File: config.mk
export PLATFORM = sky130hd
export DESIGN_NAME = instruction_fetch
export DESIGN_NICKNAME = d
export VERILOG_FILES = /design/src/rtl/fetch_pkg.sv /design/src/rtl/instruction_fetch.sv
export SDC_FILE = /design/constraint.sdc
export NUM_CORES = 1
export LEC_CHECK = 0
export BUFFER_PORTS_ARGS = -buffer_cell sky130_fd_sc_hd__buf_4
export CAP_MARGIN = 10
export CORE_MARGIN = 5
export CORE_UTILIZATION = 50
export CTS_BUF_LIST = sky130_fd_sc_hd__clkbuf_16
export DETAILED_ROUTE_END_ITERATION = 8
export GPL_ROUTABILITY_DRIVEN = 0
export GPL_TIMING_DRIVEN = 0
export PLACE_DENSITY = 0.79
export SLEW_MARGIN = 20
export SYNTH_ARGS = -nofsm -noshare
export SYNTH_HDL_FRONTEND = slang
export SYNTH_SLANG_ARGS = --single-unit
export TNS_END_PERCENT = 10
File: constraint.sdc
create_clock -name clk -period 5.66 [get_ports clk]
set_input_delay 0.849 -clock clk [delete_from_list [all_inputs] [get_ports clk]]
set_output_delay 0.849 -clock clk [all_outputs]
set_load 0.01 [all_outputs]
File: src/rtl/fetch_pkg.sv
// Shared fetch-stage types and constants; the IF/ID struct is also consumed by decode.
package fetch_pkg;

  localparam logic [31:0] NOP_INSTR = 32'h0000_0013;
  localparam logic [31:0] RESET_PC  = 32'h0000_0000;

  typedef enum logic {
    StRun,
    StHalt
  } fetch_state_t;

  typedef struct packed {
    logic        valid;
    logic [31:0] pc;
    logic [31:0] pc_plus4;
    logic [31:0] instr;
  } ifid_t;

endpackage

File: src/rtl/instruction_fetch.sv
// Instruction-fetch stage: owns the PC, fills the IF/ID register from a combinational imem,
// and halts on misaligned redirects or out-of-range fetches until reset.
module instruction_fetch
  import fetch_pkg::*;
#(
  parameter logic [31:0] RESET_PC   = fetch_pkg::RESET_PC,
  parameter logic [31:0] NOP_INSTR  = fetch_pkg::NOP_INSTR,
  parameter int unsigned IMEM_WORDS = 1024
) (
  input  logic        clk,
  input  logic        rst,
  input  logic        stall,
  input  logic        flush,
  input  logic        redirect_valid,
  input  logic [31:0] redirect_pc,
  output logic [31:0] pc,
  input  logic [31:0] imem_rdata,
  output logic        ifid_valid,
  output logic [31:0] ifid_pc,
  output logic [31:0] ifid_pc_plus4,
  output logic [31:0] ifid_instr,
  output logic        fetch_fault,
  output logic [31:0] fetch_count
);

  fetch_state_t state_q, state_d;
  ifid_t        ifid_q, ifid_d, bubble;
  logic [31:0]  pc_q, pc_d;
  logic [31:0]  count_q, count_d;
  logic         misaligned, out_of_range;

  assign misaligned   = redirect_pc[1:0] != 2'b00;
  assign out_of_range = {2'b00, pc_q[31:2]} >= IMEM_WORDS;

  // A bubble keeps the previous PC fields so decode never sees stale-but-changing link values.
  assign bubble = '{valid: 1'b0, pc: ifid_q.pc, pc_plus4: ifid_q.pc_plus4, instr: NOP_INSTR};

  always_ff @(posedge clk or posedge rst) begin
    if (rst) begin
      state_q <= StRun;
    end else begin
      state_q <= state_d;
    end
  end

  always_comb begin
    state_d = state_q;
    unique case (state_q)
      StRun: begin
        if (redirect_valid) begin
          state_d = misaligned ? StHalt : StRun;
        end else if (!flush && !stall && out_of_range) begin
          state_d = StHalt;
        end
      end
      StHalt:  state_d = StHalt;
      default: state_d = StHalt;
    endcase
  end

  always_comb begin
    pc_d    = pc_q;
    ifid_d  = ifid_q;
    count_d = count_q;
    unique case (state_q)
      StRun: begin
        if (redirect_valid && !misaligned) begin
          pc_d   = redirect_pc;
          ifid_d = bubble;
        end else if (redirect_valid) begin
          ifid_d = bubble;
        end else if (flush) begin
          pc_d   = pc_q + 32'd4;
          ifid_d = bubble;
        end else if (stall) begin
          ifid_d = ifid_q;
        end else if (out_of_range) begin
          ifid_d = bubble;
        end else begin
          ifid_d  = '{valid: 1'b1, pc: pc_q, pc_plus4: pc_q + 32'd4, instr: imem_rdata};
          pc_d    = pc_q + 32'd4;
          count_d = count_q + 32'd1;
        end
      end
      default: ifid_d = bubble;
    endcase
  end

  always_ff @(posedge clk or posedge rst) begin
    if (rst) begin
      pc_q    <= RESET_PC;
      ifid_q  <= '{valid: 1'b0, pc: 32'd0, pc_plus4: 32'd0, instr: NOP_INSTR};
      count_q <= 32'd0;
    end else begin
      pc_q    <= pc_d;
      ifid_q  <= ifid_d;
      count_q <= count_d;
    end
  end

  assign pc            = pc_q;
  assign ifid_valid    = ifid_q.valid;
  assign ifid_pc       = ifid_q.pc;
  assign ifid_pc_plus4 = ifid_q.pc_plus4;
  assign ifid_instr    = ifid_q.instr;
  assign fetch_fault   = state_q == StHalt;
  assign fetch_count   = count_q;

endmodule

======== Word level (Yosys, flattened, before mapping) ========
Cells that the tools add are included.
cells by class
  add/sub/neg operators ................... 2
  magnitude comparators ................... 1
  equal/unequal tests ..................... 4
  multiplexer cells ....................... 15
  bitwise logic cells ..................... 6
  reduce and logical (&&, ||, !) cells .... 9
operators with widths
  operator                                                                                number
  97-bit 2-to-1 mux                                                                       6
  32-bit 2-to-1 mux                                                                       5
  32-bit by 1-bit adder with 32-bit output (second input constant)                        1
  32-bit by 3-bit adder with 32-bit output (second input constant)                        1
  30-bit by 11-bit greater-or-equal comparator with 1-bit output (second input constant)  1
  1-bit NOT                                                                               6
  6-bit AND reduction                                                                     1
  5-bit by 1-bit != test with 1-bit output (second input constant)                        1
  4-bit AND reduction                                                                     1
  1-bit logical AND                                                                       3
  1-bit zero test                                                                         3
  1-bit 2-to-1 mux                                                                        3
  3-bit by 1-bit != test with 1-bit output (second input constant)                        1
  3-bit by 2-bit != test with 1-bit output (second input constant)                        1
  2-bit by 1-bit != test with 1-bit output (second input constant)                        1
  1-bit case mux with 2 select lines                                                      1
  2-bit nonzero test                                                                      1
storage, ports and cells
  flip-flop bits (word level) ............. 162
  bits of input ports ..................... 69
  output and inout bits ................... 162
  logic and storage cells ................. 44

======== Longest topological paths before layout ========
Gate-level depths: netlist of run 1.
  word-level depth ........................ 7
  mapped depth ............................ 9
  depth with buffers taken out ............ 6

======== Least setup slack after synthesis of run 1 ========
Ideal clock, no wire load.
  path type ............................... flip-flop to flip-flop
  start ................................... register pc_q[25], in the netlist pc[25]
  end ..................................... register ifid_q (netlist bit ifid_pc[25])
  library setup time ...................... 0.119 ns
  arrival time ............................ 2.016 ns
  required time ........................... 5.541 ns
  setup slack ............................. 3.525 ns
  stages on the path, launching flop included .. 7
  path buffers ............................ 2
  period minus slack after synthesis ...... 2.135 ns
  cells stage by stage .................... dfrtp_1 or4_4 nor4b_4 nand2_1 buf_2 clkbuf_1 and2_1
between the ends
  longest elaborated chain between the ends .. 3
RTL lines
  element                                                         RTL line                 RTL
  start: declaration                                              instruction_fetch.sv:28  logic [31:0] pc_q, pc_d;
  start signal: assignment                                        instruction_fetch.sv:95  pc_q <= pc_d;
  30-bit by 11-bit greater-or-equal comparator with 1-bit output  instruction_fetch.sv:33  assign out_of_range = {2'b00, pc_q[31:2]} >= IMEM_WORDS;
  1-bit NOT (no line)                                             n/a
  6-bit AND reduction (no line)                                   n/a
  end signal: assignment                                          instruction_fetch.sv:92  ifid_q <= '{valid: 1'b0, pc: 32'd0, pc_plus4: 32'd0, instr: NOP_INSTR};
  end signal: assignment                                          instruction_fetch.sv:96  ifid_q <= ifid_d;
  end: declaration                                                instruction_fetch.sv:27  ifid_t ifid_q, ifid_d, bubble;
Several ways; a longest one is shown, not always the timed one.
A chain may end at the register's enable or synchronous reset.

======== Final worst setup path of run 1 ========
  start ................................... register pc_q[12], in the netlist pc[12]
  end ..................................... register pc_q[9], in the netlist pc[9]
between the ends
  longest elaborated chain between the ends .. 3
RTL lines
  element                                                         RTL line
  30-bit by 11-bit greater-or-equal comparator with 1-bit output  instruction_fetch.sv:33
  3-bit by 2-bit != test with 1-bit output (no line)              n/a
  4-bit AND reduction (no line)                                   n/a
Every way passes these cells.

==> results of run 1 <==
## cells by family (layout without fill, tap and decap cells)
logic type	after synthesis	after routing	share of synthesized area, %
mux	11	11	1.77
xor+xnor	40	40	5.01
flops	160	160	57.3
fa+ha+maj	3	3	0.536
simple gates	227	227	18.1
compound gates	136	136	13.4
buf+inv	59	322	3.86
## layer usage
layer  GRT usage (%)  vias to the layer above  part of all wire, %
li1                -                     2762                    -
met1            31.9                     2955                   38
met2            41.2                      330                   50
met3            6.29                       46                  9.3
met4            8.49                        0                  2.2
met5               0                        -                    0
## final timing paths
| check | start | to | slack, ps | cells past startpoint |
|---|---|---|---|---|
| min in group clk | fetch_count[31] | fetch_count[31] | 480 | 1 |
| min reg2reg | fetch_count[31] | fetch_count[31] | 480 | 1 |
| max in group asynchronous | rst | ifid_instr[4] | 4390 | 3 |
| max reg2reg | pc[12] | pc[9] | 3050 | 7 |
| min | rst | ifid_instr[8] | 430 | 2 |
| max | pc[12] | pc[9] | 3050 | 7 |
## critical path: stages (launching register included)
cell       delay, ps
dfrtp_1          470
nor4_1           450
and4_1           270
clkbuf_1         320
a21o_1           200
clkbuf_1         400
o21ai_0          190
o2bb2ai_1        160
## registers in the layout, summed over array words and instances (netlist names)
register and count:
ifid_pc 32, pc 32, fetch_count 32, ifid_pc_plus4 30, ifid_valid 1, ifid_instr 32
fetch_fault 1
## power by group through the flow
stage | logic (mW) | clock network (mW) | registers, mW
floorplan | 0.0944 | 0 | 1.23
detailed placement | 0.219 | 0 | 1.23
global placement | 0.211 | 0 | 1.23
CTS | 0.220 | 1.17 | 1.21
global route | 0.240 | 1.23 | 1.21
finish | 0.220 | 1.16 | 1.21
## cell type report
type / count / area share, %
Buffer: 45 / 2.27
Clock buffer: 17 / 4.44
Clock inverter: 15 / 1.76
Inverter: 14 / 0.627
Multi-Input combinational cell: 417 / 28.4
Sequential cell: 160 / 41.8
Tap cell: 180 / 2.35
Timing Repair Buffer: 231 / 18.3
## synthesized netlist by cell type, types with 2 or more instances
cell / n
dfrtp_1: 157
nand2_1: 48
and2_1: 42
nor2_1: 38
a21oi_1: 36
clkbuf_1: 31
a22o_1: 29
nand3_1: 26
xor2_1: 22
xnor2_1: 18
a2bb2oi_1: 17
nand4_1: 16
o22ai_1: 15
inv_1: 14
o21ai_0: 14
nor4_1: 13
mux2_2: 11
nor3_1: 9
and3_1: 8
buf_2: 6
a31oi_1: 5
and4_1: 5
nor3_2: 5
o22a_1: 5
buf_6: 4
buf_4: 3
dfstp_2: 3
ha_1: 3
o21a_1: 3
a21o_1: 2
a22oi_1: 2
nand2b_1: 2
nor3b_2: 2
o2bb2ai_1: 2
## metrics by stage
step	setup TNS [ps]	std cells	hold WS, ps
6_report	0	1079	429
5_1_grt	0	1079	463
4_1_cts	0	1079	437
3_5_place_dp	0	1047	472
3_3_place_gp	-166840	1046	463
2_1_floorplan	0	636	507
==> run_results.csv, run 1 <==
group,metric,value,unit
place,place_hpwl,14900,um
clock_tree,cts.htree.levels,4,
drt,dr.pass1.iters,5,
finish,fin_nets,958,
clock_tree,cts_sinks,160,
place,placed_cell_area,8980,um2
finish,postLayoutCoreUtil,69.3,%
finish,diodes,0,
finish,mostFrequentLayoutCell,"buf_4",
logic_synthesis,synth_top_cell_area_share,56.1,%
logic_synthesis,netlist_instances,636,
critical_path,crit_path_end_kind,"flop",
drt,ant_nets,0,
sta,rsz0062_at_grt,"false",
finish,nFillCells,1080,
die,die_w,128,um
logic_synthesis,synth_fp_nets,708,
place,io_buffers,230,
die,die_area,16500,um2
logic_synthesis,synth_flop_cell,"dfrtp_1",
place,dp_slack,3030,ps
finish,area_growth,36.9,%
die,core_area,13800,um2
sta,period_share,46.0,%
clock_tree,clockBufferDepth,2,
clock_tree,cts.reportedPaths.clkPinSlew,60,ps
logic_synthesis,ys_seq_area_share,57.3,%
finish,design_area,9580,um2
critical_path,arrival,2900,ps
clock_tree,ctsHoldBuffers,0,
power,clockPowerShare,44.7,%
logic_synthesis,synth_top_cells_by_area,"dfrtp_1 56%, and2_1 3.8%, a22o_1 3.6%",
drt,postRouteWirelength,20400,um
sta,max_clock_freq,384,MHz
power,cellInternalPower,1.96,mW
power,p_per_area,270,nW/um2
drt,drt_iter0_drc,600,
die,io-pin-count,231,
clock_tree,cts_setup_buffers,0,
drt,vias_per_cell,5.65,
power,swShare,24.2,%
die,initial_core_util,50.6,%
sta,setup_ws,3050,ps
global_route,gr-total-overflow,0,
sta,slew_headroom,34.4,%
logic_synthesis,synth.distinct_cells,54,
logic_synthesis,avgSynthCellArea,11.0,um2
hold_path,hold_class,"primary input to async pin",
logic_synthesis,netlist_area,7000,um2
logic_synthesis,yosysWarningCount,0,
logic_synthesis,synth-edff-count,0,
clock_tree,cts_resized,0,
drt,wl_per_cell,18.9,um
logic_synthesis,ys_ff_latch,160,
critical_path,critPathKind,"flop to flop",
power,p_seq_share,46.7,%
global_route,grt_max_degree,104,
finish,drive_above_1_share,33.4,%
global_route,grt_pass1_wl,32300,um
logic_synthesis,yosys.area.top_type,"dfrtp_1",
sta,fin_skew,8.12,ps
sta,min_period,2610,ps
sta,finalHoldViolCount,0,
power,power.switching,0.626,mW
finish,multi_input_area,2720,um2
global_route,grt_usage,24.8,%
drt,drc,0,
finish,seqCellArea,4010,um2
sta,maxSlewViolCount,0,
power,ir_drop,0.000172,V
run,max-cap-violations,0,
clock_tree,insertion_delay,430,ps
status,status,"finished, final reports clean",
logic_synthesis,async_reset_ff_share,100,%
power,pwr-share-comb,8.5,%
clock_tree,cts_tree,"done",
power,p_leak,4.76,nW
die,std_cell_rows,43,
global_route,antenna_found_initial,0,
sta,finalSetupViolations,0,
die,die_h,128,um
global_route,grt_pass1_vias,6246,
power,finalPower,2.59,mW
clock_tree,clockRootBuffer,"clkbuf_16",
critical_path,setup.worst_path.start_class,"flop",
critical_path,cp_data_required_time,5960,ps
sta,tightest_slew,970,ps
critical_path,crit_path_max_fanout,10,
drt,vias,6093,
clock_tree,numCtsBuffers,17,
finish,layout_common_cells,"233 x buf_4, 157 x dfrtp_1, 48 x nand2_1",
Note: power is estimated with default switching activity, not from simulation.
==> run 2, diff against run 1 <==
==> constraint.sdc (replaced) <==
create_clock -name clk -period 2.55 [get_ports clk]
set_input_delay 0.3825 -clock clk [delete_from_list [all_inputs] [get_ports clk]]
set_output_delay 0.3825 -clock clk [all_outputs]
set_load 0.01 [all_outputs]
==> run 2 against run 1 <==
Against the previous run: clock-buffer cell count stayed put; core utilization is 0.97 points higher; maximum frequency is 8.7% higher; sequential power is 120% higher; worst hold slack worse by 270 ps; via count is 2.3% higher; non-clock buffer count is 6 higher; final area is 1.4% higher; flip-flop and latch count stayed put; global-route usage is 0.54 points higher; total power is 130% higher.
==> run_results.csv, run 2 (synthesis results as in run 1) <==
group,metric,value,unit
place,place_hpwl,15100,um
finish,postLayoutCoreUtil,70.2,%
drt,vias,6231,
global_route,grt_pass1_wl,33000,um
critical_path,setup.worst_path.start_class,"flop",
hold_path,hold_class,"primary input to flop",
power,p_leak,4.85,nW
clock_tree,numCtsBuffers,17,
die,die_w,128,um
die,core_area,13800,um2
sta,slew_headroom,30.9,%
die,initial_core_util,50.6,%
sta,maxSlewViolCount,0,
clock_tree,insertion_delay,420,ps
place,dp_slack,92.6,ps
finish,layout_common_cells,"235 x buf_4, 157 x dfrtp_1, 48 x nand2_1",
finish,area_growth,38.8,%
clock_tree,cts.htree.levels,4,
drt,wl_per_cell,19.3,um
power,ir_drop,0.000468,V
place,io_buffers,230,
critical_path,crit_path_end_kind,"flop",
finish,diodes,0,
sta,setup_ws,153,ps
drt,drc,0,
critical_path,cp_data_required_time,2890,ps
clock_tree,clockRootBuffer,"clkbuf_16",
drt,ant_nets,0,
run,max-cap-violations,0,
global_route,gr-total-overflow,0,
clock_tree,cts.reportedPaths.clkPinSlew,60,ps
global_route,grt_max_degree,33,
die,std_cell_rows,43,
sta,max_clock_freq,417,MHz
sta,min_period,2400,ps
place,placed_cell_area,9060,um2
drt,drt_iter0_drc,442,
drt,vias_per_cell,5.74,
sta,rsz0062_at_grt,"true",
critical_path,crit_path_max_fanout,10,
sta,finalSetupViolations,0,
sta,period_share,94.0,%
global_route,grt_usage,25.4,%
power,p_per_area,604,nW/um2
finish,drive_above_1_share,34.1,%
critical_path,critPathKind,"flop to flop",
finish,mostFrequentLayoutCell,"buf_4",
sta,finalHoldViolCount,0,
finish,design_area,9710,um2
global_route,antenna_found_initial,0,
status,status,"finished, final reports clean",
clock_tree,cts_sinks,160,
die,die_h,128,um
clock_tree,clockBufferDepth,2,
critical_path,arrival,2740,ps
sta,tightest_slew,1020,ps
clock_tree,cts_tree,"done",
die,die_area,16500,um2
die,io-pin-count,231,
global_route,grt_pass1_vias,6337,
drt,dr.pass1.iters,5,
drt,postRouteWirelength,20900,um
sta,fin_skew,6.49,ps
finish,fin_nets,964,
## run 2: cell count changes in the layout (fill, tap and decap cells not counted), moves of 2 or more
cell,before,now
buf_12,0,4
buf_4,233,235
clkbuf_1,31,29
clkinv_1,4,2
inv_6,1,3
inv_8,2,0
## run 2: metrics by stage
stage,hold slack [ps],power (mW),instances,TNS (ps)
CTS,148,5.88,1084,0
global route,148,6.05,1085,-8.87
floorplan,476,2.94,636,0
finish,157,5.86,1085,0
detailed placement,420,3.22,1051,0
global placement,465,3.19,1046,-111470
## run 2: timing repair
action | in CTS | in global routing
setup buffers | 0 | 2
resized for setup | 0 | 4
endpoints found under the hold margin | 15 | 0
setup endpoints to repair | 0 | 52
hold buffers | 1 | 0
## run 2: power by group
part | total [mW] | internal [mW] | switching [mW]
Clock | 2.67 | 1.63 | 1.04
Sequential | 2.69 | 2.59 | 0.0912
Combinational | 0.504 | 0.241 | 0.264
Total | 5.86 | 4.47 | 1.39
## run 2: cell type report
type                            instances  area (um2)
Buffer                                 44         215
Clock buffer                           17         425
Clock inverter                         15         191
Fill cell                            1001        4110
Inverter                               14        56.3
Multi-Input combinational cell        417        2730
Sequential cell                       160        4010
Tap cell                              180         225
Timing Repair Buffer                  238        1860
## run 2: final timing paths
| path | start | to | slack, ps | depth (start not counted) |
|---|---|---|---|---|
| worst max-delay path | pc[25] | fetch_count[11] | 150 | 7 |
| worst min-delay path | flush | fetch_fault | 160 | 2 |
| worst max register to register | pc[25] | fetch_count[11] | 150 | 7 |
| worst min register to register | ifid_valid | ifid_valid | 490 | 2 |
| max in group asynchronous | rst | ifid_instr[27] | 1010 | 6 |
| min in group asynchronous | rst | ifid_pc[24] | 550 | 3 |
## run 2: routing by layer
| metal | GRT usage [%] | vias up | share of wire (%) |
|---|---|---|---|
| li1 | - | 2765 | - |
| met1 | 31.7 | 3042 | 38 |
| met2 | 42.6 | 359 | 50 |
| met3 | 5.75 | 65 | 8.2 |
| met4 | 10.7 | 0 | 3.4 |
| met5 | 0 | - | 0 |
## run 2: worst max-delay path: stages (launching register included)
cell	delay (ps)
dfrtp_1	430
or4_4	590
nor4b_4	380
buf_4	180
nand3_2	100
buf_6	190
nor3_1	280
xnor2_1	160
